$ cat src/rtl/countdown_timer_ctrl.sv
// ---------------------------------------------------------------------------
// countdown_timer_ctrl
//
// Seconds down-counter with load / start / pause control. A preset from the
// switches is loaded, then the count falls by one every TICK_DIV clocks until
// it reaches zero, where the block parks in DONE until the next load or reset.
// Binary count plus BCD tens/units digits feed the HEX1/HEX0 decoders.
//
// Ports
//   clk         system clock (CLOCK_50)
//   rst         asynchronous, active-high reset
//   load        raw key level; a rising edge loads the preset
//   start_stop  raw key level; a rising edge starts / pauses / resumes
//   preset      switch value, sampled on the load action
//   count       remaining seconds (binary)
//   tens        count / 10 (BCD)
//   units       count % 10 (BCD)
//   running     1 while in RUN
//   done        1 while in DONE
// ---------------------------------------------------------------------------
module countdown_timer_ctrl #(
    parameter int IN       = 7,
    parameter int MAX_VAL  = 99,
    parameter int TICK_DIV = 50_000_000
) (
    input  logic          clk,
    input  logic          rst,
    input  logic          load,
    input  logic          start_stop,
    input  logic [IN-1:0] preset,
    output logic [IN-1:0] count,
    output logic [3:0]    tens,
    output logic [3:0]    units,
    output logic          running,
    output logic          done
);

    localparam int            TW        = (TICK_DIV > 1) ? $clog2(TICK_DIV) : 1;
    localparam logic [TW-1:0] TICK_LAST = TW'(TICK_DIV - 1);
    localparam logic [IN-1:0] MAX_COUNT = IN'(MAX_VAL);

    typedef enum logic [1:0] {
        IDLE,
        RUN,
        PAUSE,
        DONE
    } state_t;

    logic          load_s1_q, load_s2_q, load_prev_q;
    logic          start_s1_q, start_s2_q, start_prev_q;
    logic          load_pulse, start_pulse, tick;

    state_t        state_q, state_d;
    logic [IN-1:0] count_q, count_d;
    logic [TW-1:0] tick_cnt_q, tick_cnt_d;
    logic          running_q, running_d;
    logic          done_q, done_d;

    logic [IN-1:0] tens_full, units_full;

    // One-cycle pulses on the synchronised rising edge; a held key stays high
    // in both sync2 and prev, so it only ever produces a single pulse.
    assign load_pulse  = load_s2_q & ~load_prev_q;
    assign start_pulse = start_s2_q & ~start_prev_q;

    assign tick = (state_q == RUN) && (tick_cnt_q == TICK_LAST);

    always_comb begin
        state_d    = state_q;
        count_d    = count_q;
        tick_cnt_d = tick_cnt_q;

        if (load_pulse) begin
            // Load wins over a same-cycle start edge, which is simply dropped.
            count_d    = (preset > MAX_COUNT) ? MAX_COUNT : preset;
            tick_cnt_d = '0;
            state_d    = IDLE;
        end else begin
            case (state_q)
                IDLE: begin
                    if (start_pulse) begin
                        state_d = (count_q == '0) ? DONE : RUN;
                    end
                end
                RUN: begin
                    tick_cnt_d = tick ? '0 : tick_cnt_q + 1'b1;
                    if (start_pulse) begin
                        state_d = PAUSE;
                    end
                    // A coinciding tick still decrements; reaching zero
                    // overrides a pause requested on the same edge.
                    if (tick) begin
                        if (count_q != '0) begin
                            count_d = count_q - 1'b1;
                        end
                        if (count_q <= IN'(1)) begin
                            state_d    = DONE;
                            tick_cnt_d = '0;
                        end
                    end
                end
                PAUSE: begin
                    // tick_cnt holds, so resuming keeps the partial second.
                    if (start_pulse) begin
                        state_d = RUN;
                    end
                end
                DONE: begin
                    count_d    = '0;
                    tick_cnt_d = '0;
                end
                default: begin
                    state_d = IDLE;
                end
            endcase
        end

        running_d = (state_d == RUN);
        done_d    = (state_d == DONE);
    end

    always_ff @(posedge clk or posedge rst) begin
        if (rst) begin
            load_s1_q    <= 1'b0;
            load_s2_q    <= 1'b0;
            load_prev_q  <= 1'b0;
            start_s1_q   <= 1'b0;
            start_s2_q   <= 1'b0;
            start_prev_q <= 1'b0;
            state_q      <= IDLE;
            count_q      <= '0;
            tick_cnt_q   <= '0;
            running_q    <= 1'b0;
            done_q       <= 1'b0;
        end else begin
            load_s1_q    <= load;
            load_s2_q    <= load_s1_q;
            load_prev_q  <= load_s2_q;
            start_s1_q   <= start_stop;
            start_s2_q   <= start_s1_q;
            start_prev_q <= start_s2_q;
            state_q      <= state_d;
            count_q      <= count_d;
            tick_cnt_q   <= tick_cnt_d;
            running_q    <= running_d;
            done_q       <= done_d;
        end
    end

    // count never exceeds MAX_VAL, so the quotient always fits one BCD digit.
    assign tens_full  = count_q / IN'(10);
    assign units_full = count_q % IN'(10);

    assign count   = count_q;
    assign tens    = tens_full[3:0];
    assign units   = units_full[3:0];
    assign running = running_q;
    assign done    = done_q;

endmodule

$ cat config.mk
export PLATFORM = sky130hd
export DESIGN_NAME = countdown_timer_ctrl
export DESIGN_NICKNAME = d
export VERILOG_FILES = /design/src/rtl/countdown_timer_ctrl.sv
export SDC_FILE = /design/constraint.sdc
export NUM_CORES = 1
export LEC_CHECK = 0
export ABC_AREA = 0
export CORE_MARGIN = 2
export CORE_UTILIZATION = 50
export CTS_CLUSTER_DIAMETER = 100
export DETAILED_ROUTE_END_ITERATION = 10
export PLACE_DENSITY = 0.74
export SLEW_MARGIN = 20
export SYNTH_ARGS = -nofsm -noshare
export SYNTH_HDL_FRONTEND = slang
export SYNTH_SLANG_ARGS = --single-unit
$ cat constraint.sdc
create_clock -name clk -period 5.7 [get_ports clk]
set_clock_uncertainty 0.2 [all_clocks]
set_input_delay 0.855 -clock clk [delete_from_list [all_inputs] [get_ports clk]]
set_output_delay 0.855 -clock clk [all_outputs]
set_load 0.02 [all_outputs]
==> results of run 1 <==
-- worst paths after layout --
kind,to,slack [ns],depth (start not counted)
worst max-delay path,units[1],1.03,11
max in group asynchronous,tick_cnt_q[22],4.15,3
worst min register to register,load_s2_q,0.16,0
worst max register to register,tick_cnt_q[17],3.03,5
worst min-delay path,load_s2_q,0.16,0
min in group asynchronous,start_s2_q,0.79,3
-- synth_stat cells (3+ instances only) --
cell / count
ha_1: 6
nor2b_1: 7
a211oi_1: 4
nor3_1: 8
and4_1: 4
o21ai_0: 21
nand2_1: 25
a31oi_1: 4
xor2_1: 17
and3_1: 3
nor2_1: 40
inv_1: 9
o21ai_1: 4
xnor2_1: 9
o211ai_1: 4
dfrtp_1: 43
nand4_1: 6
buf_2: 7
nand2b_1: 4
a21oi_1: 11
clkbuf_1: 5
mux2i_1: 3
nand3_1: 18
a22oi_1: 3
-- routing by layer --
metal	routed length (µm)	track usage, %	up-vias
met3	227	3.14	6
met1	2610	25.6	1074
li1	-	-	1124
met5	0	0	-
met4	57	5.71	0
met2	2700	32.0	58
-- worst max-delay path: cells and delay by family (launching register included) --
family / cells / cell delay, ns
AND/OR/NAND/NOR: 5 / 0.89
buffers and inverters: 2 / 0.75
flip-flops: 1 / 0.71
AO/OA/AOI/OAI: 2 / 0.42
adder cells (fa/ha/maj): 1 / 0.37
XOR/XNOR: 1 / 0.18
-- cell type report --
cell class | count | share of cell area [%]
clock buffer | 6 | 2.38
clock inverter | 2 | 0.410
inverter | 9 | 1.11
multi-input combinational | 238 | 48.8
sequential | 43 | 35.3
tap | 70 | 2.87
timing repair buffer | 28 | 9.11
-- stage by stage --
step                      instance area, µm²  std cells  util, %
after global placement                  2960        388     57.7
final                                   3050        396     59.3
after global routing                    3050        396     59.3
after detailed placement                2960        388     57.7
after floorplan                         2690        307        -
after CTS                               3050        396     59.3
-- logic make-up (layout without fill, tap and decap cells) --
kind of cell,Yosys count,count (layout),share of synthesized area [%]
adder cells (fa/ha/maj),6,6,2.79
XOR/XNOR,26,26,8.47
flip-flops,43,43,40.0
AO/OA/AOI/OAI,70,70,17.0
multiplexers,4,4,1.53
buffers and inverters,26,45,4.65
AND/OR/NAND/NOR,132,132,25.5
-- where the power goes --
part / switching, mW / internal [mW]
clock network: 0.102 / 0.0856
logic: 0.339 / 0.286
registers: 0.0865 / 0.334
total: 0.527 / 0.706
==> reports/summary.json, run 1 <==
{
  "critical_path": {
    "path_cells": "nor2_1, and4_1, a211oi_1, ha_1, inv_1, nor2_1, nand2_1, o21ai_0, nand4_1, xnor2_1, clkdlybuf4s50_1",
    "worst_ep_arrival_time_ns": 3.61,
    "setup.worst_path.start": "count[3]",
    "crit_fanout": 21,
    "peak_per_stage_delay_on_the_critical_path_ns": 0.71,
    "timing.setup.critical_path_class": "reg -> out",
    "cp-end-kind": "primary output",
    "worstPathRequired_ns": 4.64,
    "setup.worst_path.start_class": "register",
    "rr_startpoint": "state_q[0]",
    "cp_common_cell": "nor2_1",
    "crit_path_top_delay_cell": "dfrtp_1"
  },
  "cts": {
    "cts_setup_buffers": 0,
    "htree_num_levels": 2,
    "tritoncts.num_buffers": 5,
    "post_cts_resized": 0,
    "tritoncts": "done",
    "worst_setup_hold_path_clk_slew_ns": 0.08,
    "cts_stage_hold_buffer_count": 0,
    "clock_sinks": 43,
    "clk_path_buf_depth": 2,
    "clk_lat_worst_skew_ns": 0.29,
    "clock-root-buffer": "clkbuf_8"
  },
  "pwr": {
    "cellPowerDensity_nw_per_um2": 404,
    "power.ir.vdd_worst_mv": 0.383,
    "power.static_leakage_nw": 1.26,
    "totalPowerFinal_mw": 1.23
  },
  "final_layout": {
    "antennaDiodeCount": 0,
    "fillCellCount": 483,
    "nets": 342,
    "synthToLayoutAreaGrowth_pct": 13.3,
    "max_reg_flops": 26,
    "layout-drive-gt1-share_pct": 5.83,
    "layout_commonest_cell": "dfrtp_1",
    "seqCellArea_um2": 1080,
    "largest-register": "tick_cnt_q",
    "mostFrequentLayoutCells": "43 x dfrtp_1, 40 x nor2_1, 27 x clkdlybuf4s50_1, 25 x nand2_1, 21 x o21ai_0",
    "multiInputGateArea_um2": 1490
  },
  "timing": {
    "unrepaired_setup_endpoints_after_global_routing": "false",
    "max_freq_mhz": 214,
    "relSlewSlack_pct": 47.1,
    "setup_slack_ns": 1.03,
    "finalCritPeriodShare_pct": 81.9,
    "tightest_slew_ns": 0.791,
    "hold_violations": 0,
    "hold_ws_ns": 0.156,
    "setup_tns_ns": 0,
    "timing.final.crit_period_ns": 4.67,
    "timing_max_transition_violations_final": 0,
    "timing.final.setup_violations": 0
  },
  "floorplan": {
    "die_area_um2": 5980,
    "die_height_um": 77.4,
    "initial_core_util_pct": 52.3,
    "core_area_um2": 5140,
    "num_rows": 26,
    "die_width_um": 77.4,
    "io-pin-count": 28
  },
  "place": {
    "detailed_place_hpwl_um": 4000,
    "buffer_ports.inserted": 27,
    "gp_congestion": 0.813,
    "preCtsSetupSlack_ns": 1.36
  },
  "detailed_routing": {
    "drt_iter0_drc": 115,
    "post_drt_via_cell_ratio": 5.71,
    "routed-via-count": 2262,
    "antenna_left": 0,
    "drt_drc_violations_left": 0,
    "tritonroute_pass_1_iters": 4,
    "detail_route.wirelength_um": 5590,
    "post_detailed_route_wirelength_per_cell_um": 14.1
  },
  "yosys": {
    "synth.top_cell.area_share_pct": 40.0,
    "largest_cells_by_area_after_synthesis": "dfrtp_1 40%, nor2_1 5.6%, xor2_1 5.5%",
    "post_syn_instances": 307,
    "ys.warnings.count": 0,
    "synth_edf_count": 0,
    "synthesis.area_um2": 2690,
    "synth_top_area_cell": "dfrtp_1",
    "ys_async_sr_fraction_pct": 100,
    "seq_area_frac_synth_pct": 40.0,
    "synth.avg_cell_area_um2": 8.76,
    "synth_cell_types": 60,
    "synth_nets": 324,
    "ys.flop_type": "dfrtp_1",
    "register_bit_total_from_synthesis": 43
  },
  "flow_run": {
    "drv.max_cap_violation_count": 0
  },
  "hold_path": {
    "min-delay-path-class": "reg -> reg",
    "holdCritStartpoint": "load_s1_q"
  },
  "global_routing": {
    "globalRouteTotalUtil_pct": 19.1,
    "globalRouteOverflowTotal": 0,
    "via_count_of_the_first_global_routing_pass": 2092,
    "maximum_number_of_pins_on_one_net_before_global_route_repair": 44,
    "grt_antenna_before_repair": 0,
    "grt_first_pass_wirelength_um": 9420
  },
  "outcome": {
    "run_status": "complete, no violations"
  }
}
No activity file was read; power rests on OpenSTA's default activity.
==> inputs of run 2 (changes only) <==
--- a/config.mk
+++ b/config.mk
@@ -10,7 +10,7 @@
 export CORE_UTILIZATION = 50
 export CTS_CLUSTER_DIAMETER = 100
 export DETAILED_ROUTE_END_ITERATION = 10
-export PLACE_DENSITY = 0.74
+export PLACE_DENSITY = 0.76
 export SLEW_MARGIN = 20
 export SYNTH_ARGS = -nofsm -noshare
 export SYNTH_HDL_FRONTEND = slang
==> constraint.sdc (replaced) <==
create_clock -name clk -period 4.06 [get_ports clk]
set_clock_uncertainty 0.2 [all_clocks]
set_input_delay 0.609 -clock clk [delete_from_list [all_inputs] [get_ports clk]]
set_output_delay 0.609 -clock clk [all_outputs]
set_load 0.02 [all_outputs]
==> run 2 against run 1 <==
  * Sequential power grew 29%
  * Critical endpoint is now units[2]
  * Critical path depth is the same
  * Combinational power grew 68%
  * Non-clock buffer count grew 13
  * Count of clock-buffer cells in the layout is the same
  * Core utilization grew 3.2 points
  * Cell count grew 3.3%
  * Sequential cell count is the same
  * Sequential share of layout area shrank 1.7 points
  * Global-route usage grew 1.3 points
  * Clock power grew 110%
==> reports/summary.json, run 2 (synthesis results as in run 1) <==
{
  "outcome": {
    "run_status": "complete, no violations"
  },
  "cts": {
    "htree_num_levels": {"value": 2, "change": "unchanged"},
    "tritoncts": "done",
    "worst_setup_hold_path_clk_slew": {"value": 0.08, "unit": "ns", "change": "about the same"},
    "clk_path_buf_depth": {"value": 2, "change": "unchanged"},
    "clock_sinks": {"value": 43, "change": "unchanged"},
    "clock-root-buffer": "clkbuf_8",
    "tritoncts.num_buffers": {"value": 5, "change": "unchanged"},
    "clk_lat_worst_skew": {"value": 0.29, "unit": "ns", "change": "about the same"}
  },
  "floorplan": {
    "die_area": {"value": 5980, "unit": "µm²", "change": "unchanged"},
    "die_width": {"value": 77.4, "unit": "µm", "change": "unchanged"},
    "num_rows": {"value": 26, "change": "unchanged"},
    "io-pin-count": {"value": 28, "change": "unchanged"},
    "die_height": {"value": 77.4, "unit": "µm", "change": "unchanged"},
    "core_area": {"value": 5140, "unit": "µm²", "change": "unchanged"},
    "initial_core_util": {"value": 52.3, "unit": "%", "change": "unchanged"}
  },
  "flow_run": {
    "drv.max_cap_violation_count": {"value": 0, "change": "unchanged"}
  },
  "detailed_routing": {
    "drt_drc_violations_left": {"value": 0, "change": "unchanged"},
    "detail_route.wirelength": {"value": 5950, "unit": "µm", "change": "+6.5%"},
    "post_detailed_route_wirelength_per_cell": {"value": 14.6, "unit": "µm", "change": "+3.1%"},
    "post_drt_via_cell_ratio": {"value": 5.74, "change": "+0.55%"},
    "drt_iter0_drc": {"value": 105, "change": "-8.7%"},
    "routed-via-count": {"value": 2349, "change": "+3.8%"},
    "tritonroute_pass_1_iters": {"value": 4, "change": "unchanged"},
    "antenna_left": {"value": 0, "change": "unchanged"}
  },
  "critical_path": {
    "setup.worst_path.start_class": "register",
    "worstPathRequired": {"value": 3.25, "unit": "ns", "change": "-1.39 ns"},
    "worst_ep_arrival_time": {"value": 3.08, "unit": "ns", "change": "-0.53 ns"},
    "reg2reg_setup_slack": {"value": 1.44, "unit": "ns", "change": "-1.59 ns"},
    "crit_fanout": {"value": 6, "change": "-71%"},
    "timing.setup.critical_path_class": "reg -> out",
    "cp-end-kind": "primary output"
  },
  "pwr": {
    "power.ir.vdd_worst": {"value": 0.591, "unit": "mV", "change": "+54%"},
    "cellPowerDensity": {"value": 618, "unit": "nW/µm²", "change": "+53%"},
    "power.static_leakage": {"value": 1.36, "unit": "nW", "change": "+7.8%"}
  },
  "final_layout": {
    "mostFrequentLayoutCells": "40 x nor2_1, 40 x dfrtp_1, 25 x nand2_1, 25 x clkdlybuf4s50_1, 21 x o21ai_0",
    "max_reg_flops": {"value": 26, "change": "unchanged"},
    "largest-register": "tick_cnt_q",
    "nets": {"value": 355, "change": "+3.8%"},
    "layout-drive-gt1-share": {"value": 11.2, "unit": "%", "change": "+5.4 points"},
    "synthToLayoutAreaGrowth_pct": 19.4,
    "instances_no_fill": {"value": 409, "change": "+3.3%"},
    "antennaDiodeCount": {"value": 0, "change": "unchanged"},
    "finalCoreUtilization": {"value": 62.5, "unit": "%", "change": "+3.2 points"}
  },
  "timing": {
    "timing.final.crit_period_ns": 3.89,
    "tightest_slew": {"value": 0.765, "unit": "ns", "change": "-0.0266 ns"},
    "hold_violations": {"value": 0, "change": "unchanged"},
    "timing_max_transition_violations_final": {"value": 0, "change": "unchanged"},
    "hold_ws": {"value": 0.163, "unit": "ns", "change": "+0.00708 ns"},
    "finalCritPeriodShare_pct": 95.7,
    "max_freq_mhz": 257,
    "relSlewSlack": {"value": 48.9, "unit": "%", "change": "+1.8 points"},
    "setup_slack": {"value": 0.173, "unit": "ns", "change": "-0.860 ns"},
    "timing.final.setup_violations": {"value": 0, "change": "unchanged"},
    "setup_tns": {"value": 0, "unit": "ns", "change": "unchanged"}
  },
  "global_routing": {
    "grt_first_pass_wirelength": {"value": 9940, "unit": "µm", "change": "+5.6%"},
    "globalRouteTotalUtil": {"value": 20.4, "unit": "%", "change": "+1.3 points"},
    "via_count_of_the_first_global_routing_pass": {"value": 2207, "change": "+5.5%"},
    "maximum_number_of_pins_on_one_net_before_global_route_repair": {"value": 44, "change": "unchanged"},
    "grt_antenna_before_repair": {"value": 0, "change": "unchanged"},
    "globalRouteOverflowTotal": {"value": 0, "change": "unchanged"}
  },
  "place": {
    "gp_congestion": {"value": 0.836, "change": "+2.8%"},
    "detailed_place_hpwl": {"value": 4150, "unit": "µm", "change": "+3.8%"},
    "buffer_ports.inserted": {"value": 27, "change": "unchanged"},
    "numPlacedInstances": {"value": 395, "change": "+1.8%"},
    "preCtsSetupSlack": {"value": 0.167, "unit": "ns", "change": "-1.19 ns"}
  },
  "hold_path": {
    "min-delay-path-class": "reg -> reg"
  }
}
## run 2: worst paths after layout
check,startpoint,endpoint,cells after the start
worst max-delay path,count[3],units[2],11
worst min-delay path,load_s1_q,load_s2_q,0
worst max register to register,state_q[0],tick_cnt_q[9],5
worst min register to register,load_s1_q,load_s2_q,0
max in group asynchronous,rst,count[5],3
min in group asynchronous,rst,tick_cnt_q[19],3
## run 2: layout make-up
cell class	count	area, µm²
inverter	9	33.8
multi-input combinational	238	1500
fill	458	1930
clock inverter	2	60.1
tap	70	87.6
timing repair buffer	41	377
clock buffer	6	72.6
sequential	43	1080
## run 2: what timing repair did
item | CTS | global route
setup buffers | 0 | 6
pin swaps | 0 | 1
endpoints found under the setup margin | 3 | 3
hold buffers | 0 | 0
resized for setup | 4 | 4
## run 2: critical path: stages, from the launching register on
cell	delay (ns)
dfrtp_1	0.39
nand2b_2	0.26
xnor2_1	0.21
a211oi_2	0.28
ha_2	0.28
inv_1	0.10
nor2_1	0.11
nand2_1	0.05
o21ai_0	0.14
nand4_1	0.18
mux2i_1	0.19
clkdlybuf4s50_1	0.61
## run 2: power by group
part,total (mW),switching [mW],internal [mW]
logic,1.05,0.578,0.476
clock network,0.391,0.145,0.246
registers,0.541,0.0682,0.473
## run 2: routing by layer
layer  vias to the layer above  share of wire, %  GRT usage (%)
li1                       1154                 -              -
met3                         9               4.1           3.60
met5                         -                 0              0
met2                        68                49           33.7
met4                         0               1.3           7.50
met1                      1118                45           27.0
## run 2: metrics by stage
stage / instance area [µm²] / power (mW)
after floorplan: 2690 / 1.17
after global placement: 3020 / 1.51
after detailed placement: 3020 / 1.53
after CTS: 3150 / 1.91
after global routing: 3210 / 2.10
final: 3210 / 1.98
==> inputs of run 3 (changes only) <==
--- a/config.mk
+++ b/config.mk
@@ -7,10 +7,10 @@
 export LEC_CHECK = 0
 export ABC_AREA = 0
 export CORE_MARGIN = 2
-export CORE_UTILIZATION = 50
+export CORE_UTILIZATION = 35
 export CTS_CLUSTER_DIAMETER = 100
 export DETAILED_ROUTE_END_ITERATION = 10
-export PLACE_DENSITY = 0.76
+export PLACE_DENSITY = 0.67
 export SLEW_MARGIN = 20
 export SYNTH_ARGS = -nofsm -noshare
 export SYNTH_HDL_FRONTEND = slang
==> run 3 against run 2 <==
  * Critical path depth unchanged
  * Global-route usage decreased by 6.2 points
  * Combinational power decreased by 5%
  * Largest cell class unchanged
  * Largest power group unchanged
==> reports/summary.json, run 3 (synthesis results as in run 1) <==
{
  "outcome": {
    "run_status": "complete, no violations"
  },
  "global_routing": {
    "globalRouteTotalUtil": {"value": 14.1, "unit": "%", "change": "-6.2 points"},
    "globalRouteMet1Util": {"value": 17.9, "unit": "%", "change": "-9.1 points"},
    "grt_antenna_before_repair": {"value": 0, "change": "unchanged"},
    "gr-usage-met3": {"value": 2.30, "unit": "%", "change": "-1.3 points"},
    "globalRouteOverflowTotal": {"value": 0, "change": "unchanged"},
    "via_count_of_the_first_global_routing_pass": {"value": 2149, "change": "-2.6%"},
    "maximum_number_of_pins_on_one_net_before_global_route_repair": {"value": 44, "change": "unchanged"},
    "grt_first_pass_wirelength": {"value": 9810, "unit": "µm", "change": "-1.3%"},
    "busiest_layer_in_global_routing": "met2",
    "global_routing_met2_resource_utilization": {"value": 24.3, "unit": "%", "change": "-9.4 points"}
  },
  "cts": {
    "tritoncts.num_buffers": {"value": 5, "change": "unchanged"},
    "cts_stage_hold_buffer_count": {"value": 0, "change": "unchanged"},
    "htree_num_levels": {"value": 2, "change": "unchanged"},
    "tritoncts": "done",
    "clk_path_buf_depth": {"value": 2, "change": "unchanged"},
    "clock_sinks": {"value": 43, "change": "unchanged"},
    "clock-root-buffer": "clkbuf_8",
    "clk_lat_worst_skew": {"value": 0.30, "unit": "ns", "change": "about the same"},
    "worst_setup_hold_path_clk_slew": {"value": 0.09, "unit": "ns", "change": "about the same"}
  },
  "pwr": {
    "totalPowerFinal": {"value": 1.80, "unit": "mW", "change": "-9.2%"},
    "cellInternalPower": {"value": 1.03, "unit": "mW", "change": "-14%"},
    "share_comb_of_total_power": {"value": 55.6, "unit": "%", "change": "+2.5 points"},
    "clockPowerShare": {"value": 15.1, "unit": "%", "change": "-4.6 points"},
    "total_switching_power": {"value": 774, "unit": "µW", "change": "-2.1%"},
    "seq_power_share": {"value": 29.3, "unit": "%", "change": "+2.1 points"},
    "power.static_leakage": {"value": 1.30, "unit": "nW", "change": "-4.0%"},
    "power.ir.vdd_worst": {"value": 0.207, "unit": "mV", "change": "-65%"},
    "cellPowerDensity": {"value": 572, "unit": "nW/µm²", "change": "-7.5%"},
    "power.switching_fraction": {"value": 42.9, "unit": "%", "change": "+3.1 points"}
  },
  "place": {
    "detailed_place_hpwl": {"value": 4240, "unit": "µm", "change": "+2.1%"},
    "preCtsSetupSlack": {"value": 0.181, "unit": "ns", "change": "+0.0137 ns"},
    "gp_congestion": {"value": 0.854, "change": "+2.1%"},
    "buffer_ports.inserted": {"value": 27, "change": "unchanged"},
    "numPlacedInstances": {"value": 422, "change": "+6.8%"}
  },
  "critical_path": {
    "timing.setup.critical_path_class": "reg -> out",
    "crit_fanout": {"value": 8, "change": "+2"},
    "worst_ep_arrival_time": {"value": 3.04, "unit": "ns", "change": "-0.04 ns"},
    "cp-end-kind": "primary output",
    "setup.worst_path.start_class": "register",
    "cp_common_cell": "o211ai_1",
    "critical_path.top_delay_family": "compound AO/OA/AOI/OAI gates",
    "worstPathRequired": {"value": 3.25, "unit": "ns", "change": "about the same"},
    "crit_path_top_delay_cell": "clkdlybuf4s50_1",
    "path_cells": "or3b_1, a31oi_2, a211oi_2, ha_2, inv_1, nand2_1, o21ai_0, a21o_1, o211ai_1, o211ai_1, clkdlybuf4s50_1",
    "crit_buf_inv": {"value": 2, "change": "unchanged"},
    "peak_per_stage_delay_on_the_critical_path": {"value": 0.63, "unit": "ns", "change": "+0.02 ns"}
  },
  "final_layout": {
    "layout_commonest_cell": "dfrtp_1",
    "nets": {"value": 348, "change": "-2.0%"},
    "layout-drive-gt1-share": {"value": 9.04, "unit": "%", "change": "-2.2 points"},
    "instances_no_fill": {"value": 431, "change": "+5.4%"},
    "fillCellCount": {"value": 719, "change": "+57%"},
    "mostFrequentLayoutCells": "42 x dfrtp_1, 40 x nor2_1, 25 x nand2_1, 25 x clkdlybuf4s50_1, 21 x o21ai_0",
    "multiInputGateArea": {"value": 1500, "unit": "µm²", "change": "unchanged"},
    "largest-register": "tick_cnt_q",
    "seqCellArea": {"value": 1080, "unit": "µm²", "change": "-0.23%"},
    "max_reg_flops": {"value": 26, "change": "unchanged"},
    "synthToLayoutAreaGrowth_pct": 17.3,
    "antennaDiodeCount": {"value": 0, "change": "unchanged"}
  },
  "timing": {
    "setup_slack": {"value": 0.207, "unit": "ns", "change": "+0.0340 ns"},
    "max_freq": {"value": 260, "unit": "MHz", "change": "+0.88%"},
    "setup_tns": {"value": 0, "unit": "ns", "change": "unchanged"},
    "timing.final.crit_period": {"value": 3.85, "unit": "ns", "change": "-0.0340 ns"},
    "hold_ws": {"value": 0.156, "unit": "ns", "change": "-0.00730 ns"},
    "finalCritPeriodShare": {"value": 94.9, "unit": "%", "change": "-0.84 points"},
    "timing_max_transition_violations_final": {"value": 0, "change": "unchanged"},
    "hold_violations": {"value": 0, "change": "unchanged"},
    "relSlewSlack": {"value": 51.4, "unit": "%", "change": "+2.5 points"},
    "unrepaired_setup_endpoints_after_global_routing": "false",
    "tightest_slew": {"value": 0.727, "unit": "ns", "change": "-0.0381 ns"},
    "timing.final.setup_violations": {"value": 0, "change": "unchanged"}
  },
  "detailed_routing": {
    "detail_route.wirelength": {"value": 5800, "unit": "µm", "change": "-2.6%"},
    "drt_drc_violations_left": {"value": 0, "change": "unchanged"},
    "tritonroute_pass_1_iters": {"value": 5, "change": "+1"},
    "post_detailed_route_wirelength_per_cell": {"value": 13.5, "unit": "µm", "change": "-7.5%"},
    "antenna_left": {"value": 0, "change": "unchanged"},
    "drt_iter0_drc": {"value": 104, "change": "-0.95%"},
    "routed-via-count": {"value": 2326, "change": "-0.98%"},
    "post_drt_via_cell_ratio": {"value": 5.40, "change": "-6.0%"}
  },
  "hold_path": {
    "min-delay-path-class": "reg -> reg"
  },
  "floorplan": {
    "core_area": {"value": 7330, "unit": "µm²", "change": "+43%"},
    "io-pin-count": {"value": 28, "change": "unchanged"},
    "num_rows": {"value": 31, "change": "+19%"},
    "initial_core_util": {"value": 36.7, "unit": "%", "change": "-16 points"},
    "die_height": {"value": 91.7, "unit": "µm", "change": "+19%"},
    "die_width": {"value": 91.7, "unit": "µm", "change": "+19%"},
    "die_area": {"value": 8400, "unit": "µm²", "change": "+40%"}
  },
  "flow_run": {
    "drv.max_cap_violation_count": {"value": 0, "change": "unchanged"}
  }
}
[run 3: cell count changes in the layout (fill, tap and decap cells not counted), sizes merged, moves of 2 or more]
cell | before | now
clkinv | 0 | 2
bufinv | 2 | 0
clkinvlp | 0 | 2
buf | 14 | 7
[run 3: worst paths after layout]
kind | endpoint | slack [ns] | cells after the start | start
setup / recovery | units[3] | 0.21 | 11 | count[5]
hold / removal | start_s2_q | 0.16 | 0 | start_s1_q
setup reg to reg | tick_cnt_q[10] | 1.43 | 5 | state_q[0]
hold reg to reg | start_s2_q | 0.16 | 0 | start_s1_q
max in group asynchronous | count[2] | 2.72 | 3 | rst
min in group asynchronous | tick_cnt_q[10] | 0.53 | 3 | rst
[run 3: timing repair]
action,4_1_cts,5_1_grt
endpoints found under the setup margin,3,3
pin swaps,1,0
resized for setup,3,3
cloned,0,0
hold endpoints to repair,0,0
buffers inserted,0,1
[run 3: worst reg2reg max path, cell delays in order (launching register included)]
cell	delay, ns
dfrtp_1	0.52
nor2b_1	0.40
nand4_1	0.15
or3_1	0.50
nand2_1	0.58
nor2_1	0.13
[run 3: final cells by class]
| class | instances | area share [%] |
|---|---|---|
| repair buffers | 34 | 10.4 |
| well taps | 99 | 3.93 |
| inverters | 9 | 1.07 |
| clock inverters | 3 | 0.635 |
| flip-flops and latches | 43 | 34.2 |
| multi-input cells | 238 | 47.6 |
| clock buffers | 5 | 2.18 |
[run 3: per-layer routing]
metal / wire length, µm / part of all wire [%] / vias up
met1: 2670 / 46 / 1115
met4: 104 / 1.8 / 0
met3: 210 / 3.6 / 10
li1: - / - / 1144
met5: 0 / 0 / -
met2: 2820 / 49 / 57
[run 3: stage by stage]
stage | instance area [µm²] | utilization [%]
floorplan | 2690 | -
global placement | 3040 | 41.4
detailed placement | 3040 | 41.4
CTS | 3140 | 42.8
global route | 3150 | 43.0
finish | 3150 | 43.0
[run 3: power by group through the flow]
stage	combinational, mW	sequential (mW)	clock (mW)
floorplan	0.624	0.550	0
global placement	0.965	0.543	0
detailed placement	0.979	0.545	0
CTS	0.991	0.537	0.280
global route	1.09	0.538	0.300
finish	1.00	0.528	0.272
